<file path="src/rtl/mem_arb_pkg.sv">
// mem_arb_pkg
// Shared types and constants for the two-port memory arbiter:
//   owner_t  - which requester owns the memory slot (fetch or load/store)
//   state_t  - arbiter slot state (IDLE, BUSY)
//   MEM_LAT_DEFAULT - default data-memory access latency in cycles
//   LAT_CNT_W - width of the latency down-counter (covers latencies 1..4)
package mem_arb_pkg;

  typedef enum logic {
    OWN_I = 1'b0,
    OWN_D = 1'b1
  } owner_t;

  typedef enum logic {
    IDLE = 1'b0,
    BUSY = 1'b1
  } state_t;

  localparam int MEM_LAT_DEFAULT = 1;
  localparam int LAT_CNT_W       = 3;

endpackage

</file>
<file path="src/rtl/arb_rr2.sv">
// arb_rr2
// Two-input round-robin chooser. A lone request is always granted; when both
// inputs request, the one that did not win last time is chosen.
// Ports:
//   req[1:0]   in  request vector, bit 0 = fetch port, bit 1 = load/store port
//   last       in  port that won the previous grant
//   grant[1:0] out one-hot grant (same bit order as req), zero if no request
module arb_rr2
  import mem_arb_pkg::*;
(
  input  logic [1:0] req,
  input  owner_t     last,
  output logic [1:0] grant
);

  // On contention the port that is not 'last' wins, so a reset value of
  // OWN_I for 'last' hands the very first contention to the load/store port.
  always_comb begin
    grant = 2'b00;
    case (req)
      2'b01:   grant = 2'b01;
      2'b10:   grant = 2'b10;
      2'b11:   grant = (last == OWN_I) ? 2'b10 : 2'b01;
      default: grant = 2'b00;
    endcase
  end

endmodule

</file>
<file path="src/rtl/mem_arbiter.sv">
// mem_arbiter
// Arbitrates a fetch requester (read-only) and a load/store requester onto a
// single-port data memory with a fixed access latency of MEM_LAT cycles.
// Ports:
//   CLK, RST                  clock (rising edge), async active-high reset
//   i_req/i_addr              fetch request
//   i_gnt/i_rvalid/i_rdata    fetch grant and read response
//   d_req/d_we/d_addr/d_be/d_wdata  load/store request
//   d_gnt/d_rvalid/d_rdata    load/store grant and response (write ack too)
//   m_req/m_we/m_addr/m_be/m_wdata/m_rdata  shared data memory port
//   stall_i/stall_d           saturating counts of cycles spent waiting
module mem_arbiter
  import mem_arb_pkg::*;
#(
  parameter int MEM_LAT = MEM_LAT_DEFAULT,
  parameter int CNT_W   = 16
) (
  input  logic             CLK,
  input  logic             RST,
  input  logic             i_req,
  input  logic [31:0]      i_addr,
  output logic             i_gnt,
  output logic             i_rvalid,
  output logic [31:0]      i_rdata,
  input  logic             d_req,
  input  logic             d_we,
  input  logic [31:0]      d_addr,
  input  logic [3:0]       d_be,
  input  logic [31:0]      d_wdata,
  output logic             d_gnt,
  output logic             d_rvalid,
  output logic [31:0]      d_rdata,
  output logic             m_req,
  output logic             m_we,
  output logic [31:0]      m_addr,
  output logic [3:0]       m_be,
  output logic [31:0]      m_wdata,
  input  logic [31:0]      m_rdata,
  output logic [CNT_W-1:0] stall_i,
  output logic [CNT_W-1:0] stall_d
);

  localparam logic [LAT_CNT_W-1:0] LAT_LOAD = LAT_CNT_W'(MEM_LAT);
  localparam logic [LAT_CNT_W-1:0] CNT_ONE  = LAT_CNT_W'(1);

  state_t               state, state_nxt;
  owner_t               owner, owner_nxt;
  owner_t               last_owner, last_nxt;
  logic [LAT_CNT_W-1:0] cnt, cnt_nxt;

  logic       slot_open;
  logic       resp_cycle;
  logic [1:0] req_vec;
  logic [1:0] grant;

  // A new grant may be issued when idle or in the final cycle of the current
  // access, which is what gives back-to-back throughput. Both qualifiers are
  // gated by RST so nothing is granted or acknowledged while reset is high,
  // including the first cycle, before the async reset has been sampled.
  assign slot_open  = !RST && ((state == IDLE) || (cnt == CNT_ONE));
  assign resp_cycle = !RST && (state == BUSY) && (cnt == CNT_ONE);
  assign req_vec    = {d_req, i_req} & {2{slot_open}};

  arb_rr2 u_rr (
    .req   (req_vec),
    .last  (last_owner),
    .grant (grant)
  );

  // Slot state, owner, round-robin history and latency counter.
  always_ff @(posedge CLK or posedge RST) begin
    if (RST) begin
      state      <= IDLE;
      owner      <= OWN_I;
      last_owner <= OWN_I;
      cnt        <= '0;
    end else begin
      state      <= state_nxt;
      owner      <= owner_nxt;
      last_owner <= last_nxt;
      cnt        <= cnt_nxt;
    end
  end

  // Grant decode, memory port mux and next-state logic. The memory port is
  // only active in the grant cycle; fetches are always full-word reads with
  // the byte offset dropped from the address.
  always_comb begin
    state_nxt = state;
    owner_nxt = owner;
    last_nxt  = last_owner;
    cnt_nxt   = cnt;
    i_gnt     = 1'b0;
    d_gnt     = 1'b0;
    m_req     = 1'b0;
    m_we      = 1'b0;
    m_addr    = 32'h0;
    m_be      = 4'h0;
    m_wdata   = 32'h0;

    if (grant[1]) begin
      d_gnt     = 1'b1;
      m_req     = 1'b1;
      m_we      = d_we;
      m_addr    = {d_addr[31:2], 2'b00};
      m_be      = d_be;
      m_wdata   = d_wdata;
      owner_nxt = OWN_D;
      last_nxt  = OWN_D;
      cnt_nxt   = LAT_LOAD;
      state_nxt = BUSY;
    end else if (grant[0]) begin
      i_gnt     = 1'b1;
      m_req     = 1'b1;
      m_addr    = {i_addr[31:2], 2'b00};
      m_be      = 4'hF;
      owner_nxt = OWN_I;
      last_nxt  = OWN_I;
      cnt_nxt   = LAT_LOAD;
      state_nxt = BUSY;
    end else if (state == BUSY) begin
      if (cnt == CNT_ONE) begin
        state_nxt = IDLE;
        cnt_nxt   = '0;
      end else begin
        cnt_nxt = cnt - CNT_ONE;
      end
    end
  end

  // Response steering: only the current owner sees rvalid, and rdata is held
  // at zero whenever its rvalid is low.
  always_comb begin
    i_rvalid = 1'b0;
    d_rvalid = 1'b0;
    i_rdata  = 32'h0;
    d_rdata  = 32'h0;
    if (resp_cycle) begin
      if (owner == OWN_I) begin
        i_rvalid = 1'b1;
        i_rdata  = m_rdata;
      end else begin
        d_rvalid = 1'b1;
        d_rdata  = m_rdata;
      end
    end
  end

  // Wait-cycle counters: count every cycle a request is pending but not
  // granted, and stick at all-ones instead of wrapping.
  always_ff @(posedge CLK or posedge RST) begin
    if (RST) begin
      stall_i <= '0;
      stall_d <= '0;
    end else begin
      if (i_req && !i_gnt && (stall_i != '1)) begin
        stall_i <= stall_i + CNT_W'(1);
      end
      if (d_req && !d_gnt && (stall_d != '1)) begin
        stall_d <= stall_d + CNT_W'(1);
      end
    end
  end

endmodule

</file>
<file path="config.mk">
export PLATFORM = sky130hd
export DESIGN_NAME = mem_arbiter
export DESIGN_NICKNAME = d
export VERILOG_FILES = /design/src/rtl/mem_arb_pkg.sv /design/src/rtl/arb_rr2.sv /design/src/rtl/mem_arbiter.sv
export SDC_FILE = /design/constraint.sdc
export NUM_CORES = 1
export LEC_CHECK = 0
export ABC_AREA = 1
export CORE_AREA = 2 2 119 121
export CTS_CLUSTER_DIAMETER = 150
export CTS_CLUSTER_SIZE = 16
export DETAILED_ROUTE_END_ITERATION = 10
export DIE_AREA = 0 0 121 123
export PLACE_DENSITY = 0.68
export REMOVE_ABC_BUFFERS = 1
export SKIP_CTS_REPAIR_TIMING = 1
export SYNTH_ARGS = -nofsm -noshare
export SYNTH_HDL_FRONTEND = slang
export SYNTH_SLANG_ARGS = --single-unit
</file>
<file path="constraint.sdc">
create_clock -name CLK -period 4.7 [get_ports CLK]
set_input_delay 0.705 -clock CLK [delete_from_list [all_inputs] [get_ports CLK]]
set_output_delay 0.705 -clock CLK [all_outputs]
set_load 0.005 [all_outputs]
</file>
* Yosys cells after proc, flatten, opt, wreduce, memory -nomap -nowiden
Cells that the tools add are included.
** Storage, ports and cells
- Word-level logic and storage cells :: 59
- Input bits :: 137
- Bits in registers :: 37
- Output and inout bits :: 170
** Cells by class
- Mux-type cells :: 30
- Eq/ne operators :: 6
- Reduce and logical (&&, ||, !) cells :: 13
- Bitwise gates (word level) :: 2
- Add/sub/neg operators :: 3
** Operators with widths (count)
- 2-to-1 mux 32 bit :: 7
- adder 16 x 1 -> 16 bit (second input constant) :: 2
- != test 16 bit (second input constant) :: 2
- 2-to-1 mux 1 bit :: 15
- 2-to-1 mux 3 bit :: 4
- 2-to-1 mux 4 bit :: 2
- logical AND 1 bit :: 7
- case mux 2 bit (3 select lines) :: 1
- equality test 2 bit (second input constant) :: 2
- equality test 3 x 1 -> 1 bit (second input constant) :: 1
- logical NOT 1 bit :: 3
- nonzero test 3 bit :: 1
- subtractor 3 x 1 -> 3 bit (second input constant) :: 1
- AND 2 bit :: 1
- equality test 2 x 1 -> 1 bit (second input constant) :: 1
- 2-to-1 mux 2 bit :: 1
- nonzero test 2 bit :: 1
- logical OR 1 bit :: 1
- inverter 1 bit :: 1

* Depth between registers and ports, before layout
- Depth in word-level cells :: 11
- Depth in mapped cells :: 11

* By module
Synthesis repeated with hierarchy kept, for this count alone.
** Unflattened totals
- Cell total of the unflattened synthesis :: 543
- Area, all modules :: 3345.7 µm²
** By module, submodules not included
- mem_arbiter :: cells an instance 538, area each 3324.4 µm², times used 1
- arb_rr2 :: cells an instance 5, area each 21.3 µm², times used 1

* Worst setup path after synthesis
No wires, ideal clock.
- Kind :: input port to output port
- From :: input port RST
- To :: output port m_addr[22]
- Setup slack :: 1.707 ns
- Stages on the path :: 6
- Arrival time :: 2.288 ns
- Cell sequence :: inv_1 -> nand2_1 -> nor2_2 -> buf_2 -> nand2_1 -> nand2_1
** Between the ends
- Cells in the longest elaborated chain, start to end :: 7
- Elaborated cells between the ends (all ways) :: 9
** Ends and longest elaborated chain
- start: declaration :: RTL line mem_arbiter.sv:19 : input logic RST,
- logical NOT 1 bit (no source line) (*)
- logical AND 1 bit (*) :: RTL line mem_arbiter.sv:60 : assign slot_open = !RST && ((state == IDLE) || (cnt == CNT_ONE));
- AND 2 bit (*) :: RTL line mem_arbiter.sv:62 : assign req_vec = {d_req, i_req} & {2{slot_open}};
- equality test 2 bit or equality test 2 x 1 -> 1 bit (tied branches) :: RTL line arb_rr2.sv:20 : case (req)
- case mux 2 bit (3 select lines) (*) :: RTL line arb_rr2.sv:20
- 2-to-1 mux 32 bit :: RTL line mem_arbiter.sv:112 : end else if (grant[0]) begin
- 2-to-1 mux 32 bit (*) :: RTL line mem_arbiter.sv:101 : if (grant[1]) begin
- end: declaration :: RTL line mem_arbiter.sv:35 : output logic [31:0] m_addr,
Every way passes the cells marked *; elsewhere a longest branch is shown, timed or not.

* Final worst setup path
- From :: input port d_req
- To :: output port m_addr[19]
** Between the ends
- Cells in the longest elaborated chain, start to end :: 5
- Elaborated cells between the ends (all ways) :: 7
** Ends and longest elaborated chain
- start: declaration :: RTL line mem_arbiter.sv:25 : input logic d_req,
- AND 2 bit (*) :: RTL line mem_arbiter.sv:62
- equality test 2 bit or equality test 2 x 1 -> 1 bit (tied branches) :: RTL line arb_rr2.sv:20
- case mux 2 bit (3 select lines) (*) :: RTL line arb_rr2.sv:20
- 2-to-1 mux 32 bit :: RTL line mem_arbiter.sv:112
- 2-to-1 mux 32 bit (*) :: RTL line mem_arbiter.sv:101
Marks and branches as above.

==> results.toml <==
[status]
status = "complete, no violations"

[pwr]
sequentialPowerShare_pct = 26.3
intPower_mw = 1.099
clkPwrFrac_pct = 18.8
pwr_density_cell_nw_per_um2 = 254.3
p_sw_mw = 0.6235
vdd_drop_max_mv = 0.2433
combPwrFrac_pct = 54.9
leakagePower_nw = 3.237
p_sw_share_pct = 36.19

[synthesis]
synthFlopType = "dfrtp_1"
yosysSeqAreaShare_pct = 26.53
ys_seq_elements = 37
yosysWarnings = 0
synth_edf_count = 0
synth_area_leaders = "nand2_1, dfrtp_1, nor2_1"
synth_mux_area_share_pct = 0
avgSynthCellArea_sq_um = 5.574
async_flop_share_pct = 100.0
netlist_area_sq_um = 3490
synth_top_family_by_area = "simple AND/OR/NAND/NOR gates"
synth-simple-area-share_pct = 49.70
synthAdderAreaFrac_pct = 1.434
syn_inst = 626
synth_most_common_cell = "nand2_1"
yosysUniqueCellTypes = 31
synth_compound_area_share_pct = 4.410
yosys.area_share.xor_xnor_pct = 3.514
synth_common_cells = "nand2_1, nor2_1, inv_1"
yosysTopAreaCell = "nand2_1"
synth_top_area_share_pct = 27.54

[clock_tree]
htreeDepth = 2
cts.reportedPaths.clkPinSlew_ps = 60
cts_tree = "built"
clk_path_buf_depth = 2
root_buffer = "clkbuf_16"
cts.sinks = 37
clock_latency_ps = 280
cts_made_buffers = 5

[grt]
track_usage_pct = 19.32
grt_pass1_wl_microns = 22510
grt_max_degree = 36
grt_pass1_vias = 4111
grt_antenna_before_repair = 4
overflow = 0

[detailed_routing]
drt_first_pass_iters = 4
drt-initial-drc-count = 193
via_count = 4587
post_drt_wl_per_cell_microns = 13.92
avgViaCountPerCell = 4.166
totalWireLength_microns = 15330
ant_nets = 0
drcViolationCount = 0

[die]
die_h_microns = 123
coreArea_sq_um = 13610
ios = 307
die_area_sq_um = 14880
std_cell_rows = 43
dieWidth_microns = 121
initial_core_util_pct = 25.64

[timing]
worst_slew_pin_slew_ps = 579.7
worst_slack_ps = 1118
finalCritPeriodShare_pct = 76.22
finalHoldViolations = 0
skew_ps = 5.965
drv_slew = 0
finalSetupViolations = 0
max_clock_freq_mhz = 279.1
finalCriticalPeriod_ps = 3582
fin_setup_tns_ps = 0
rsz0062_at_grt = "false"
relSlewSlack_pct = 61.30

[run]
maxCapViolCount = 0

[finish]
multiInputGateArea_sq_um = 2068
final_net_count = 1058
drive_above_1_share_pct = 3.922
stdcell_area_sq_um = 6775
final.fill_count = 1412
seq_area_sq_um = 925.9
fin_cells = 1101
areaGrowthSynthToFinish_pct = 94.16

[hold_path]
hp-class = "flop to flop"
hold_path_depth = 2

[setup_path]
r2r_cells = 9
cp.arrival_ps = 2880
cp-startpoint = "d_req"
cp-end-kind = "output pin"
required_ps = 3990
r2r_start = "cnt[0]"
cp-endpoint = "m_addr[19]"
path_cells = "clkdlybuf4s50_1, inv_1, a21oi_2, nand3_4, inv_2, nand2_1, nand2_1, clkdlybuf4s50_1"
reg2reg_to = "stall_d[8]"
startpoint_type = "input port"
slowest_delay_ps = 610
crit_slowest_cell = "clkdlybuf4s50_1"
r2r_slack_ps = 2610
cp_max_fo = 35
path_class = "input port to output pin"

[place]
place_inst = 1090
hpwl_microns = 12470
port_buffers = 300
place_congestion = 0.7987
placed_area_sq_um = 6624
pre_cts_slack_ps = 1069
-- through the flow --
step | total power, mW | util [%] | hold WS [ps]
finish | 1.723 | 49.77 | 554.2
global route | 1.854 | 49.74 | 609.9
detailed placement | 1.409 | 48.66 | 532.7
global placement | 1.405 | 48.66 | 528.4
CTS | 1.741 | 49.72 | 551.2
floorplan | 0.8095 | - | 510.1
-- power groups by stage --
stage | logic [mW] | clock network [mW] | registers (mW)
floorplan | 0.366 | 0 | 0.443
CTS | 0.958 | 0.330 | 0.452
global placement | 0.950 | 0 | 0.455
detailed placement | 0.952 | 0 | 0.457
global route | 1.04 | 0.345 | 0.465
finish | 0.946 | 0.323 | 0.454
-- placed cells by master, fill, tap and decap left out, types with 6 or more instances in the layout --
cell type        instances
nor2_1                 128
xnor2_1                  8
nand2_1                256
o21ai_0                 17
inv_1                   92
xor2_1                   6
o21ai_1                  7
clkdlybuf4s50_1        300
nand4_1                  8
nand3_1                  9
dfrtp_1                 37
-- layout make-up --
cell class,count,area share [%]
timing repair buffer,305,44.88
multi-input combinational,471,30.53
sequential,37,13.67
inverter,97,5.374
tap,180,3.324
clock buffer,6,1.902
clock inverter,2,0.2216
antenna,3,0.1108
-- cells by family (layout without fill, tap and decap cells) --
logic type / Yosys count / in the layout
xor gates and xnor gates: 14 / 14
other: 1 / 5
DFF: 37 / 37
adders and majority gates: 4 / 4
and+or+nand+nor: 422 / 422
AOI/OAI and AO/OA: 29 / 29
buffers and inverters: 119 / 410
-- flip-flops by register name, indices dropped and copies added, names as in the netlist --
| signal | cells |
|---|---|
| stall_d | 16 |
| last_owner | 1 |
| stall_i | 16 |
| cnt | 3 |
| state | 1 |
-- per-layer routing --
layer / vias to the layer above / GRT usage [%] / part of all wire, %
met2: 151 / 32.69 / 48
met1: 2012 / 24.57 / 42
met3: 10 / 5.351 / 7.9
met4: 0 / 4.288 / 1.2
li1: 2414 / - / -
met5: - / 0 / 0
-- worst max-delay path, delay by kind of cell --
| kind | cells | cell delay, ps |
|---|---|---|
| buf+inv | 4 | 1680 |
| compound gates | 1 | 160 |
| simple gates | 3 | 330 |
-- how the worst min path moves through the flow --
stage               start         end
2_1_floorplan  stall_i[1]  stall_i[1]
3_3_place_gp   stall_i[1]  stall_i[1]
3_5_place_dp   stall_d[1]  stall_d[1]
4_1_cts        stall_d[1]  stall_d[1]
5_1_grt        stall_d[1]  stall_d[1]
6_report       stall_d[1]  stall_d[1]
No activity file was read; power rests on OpenSTA's default activity.
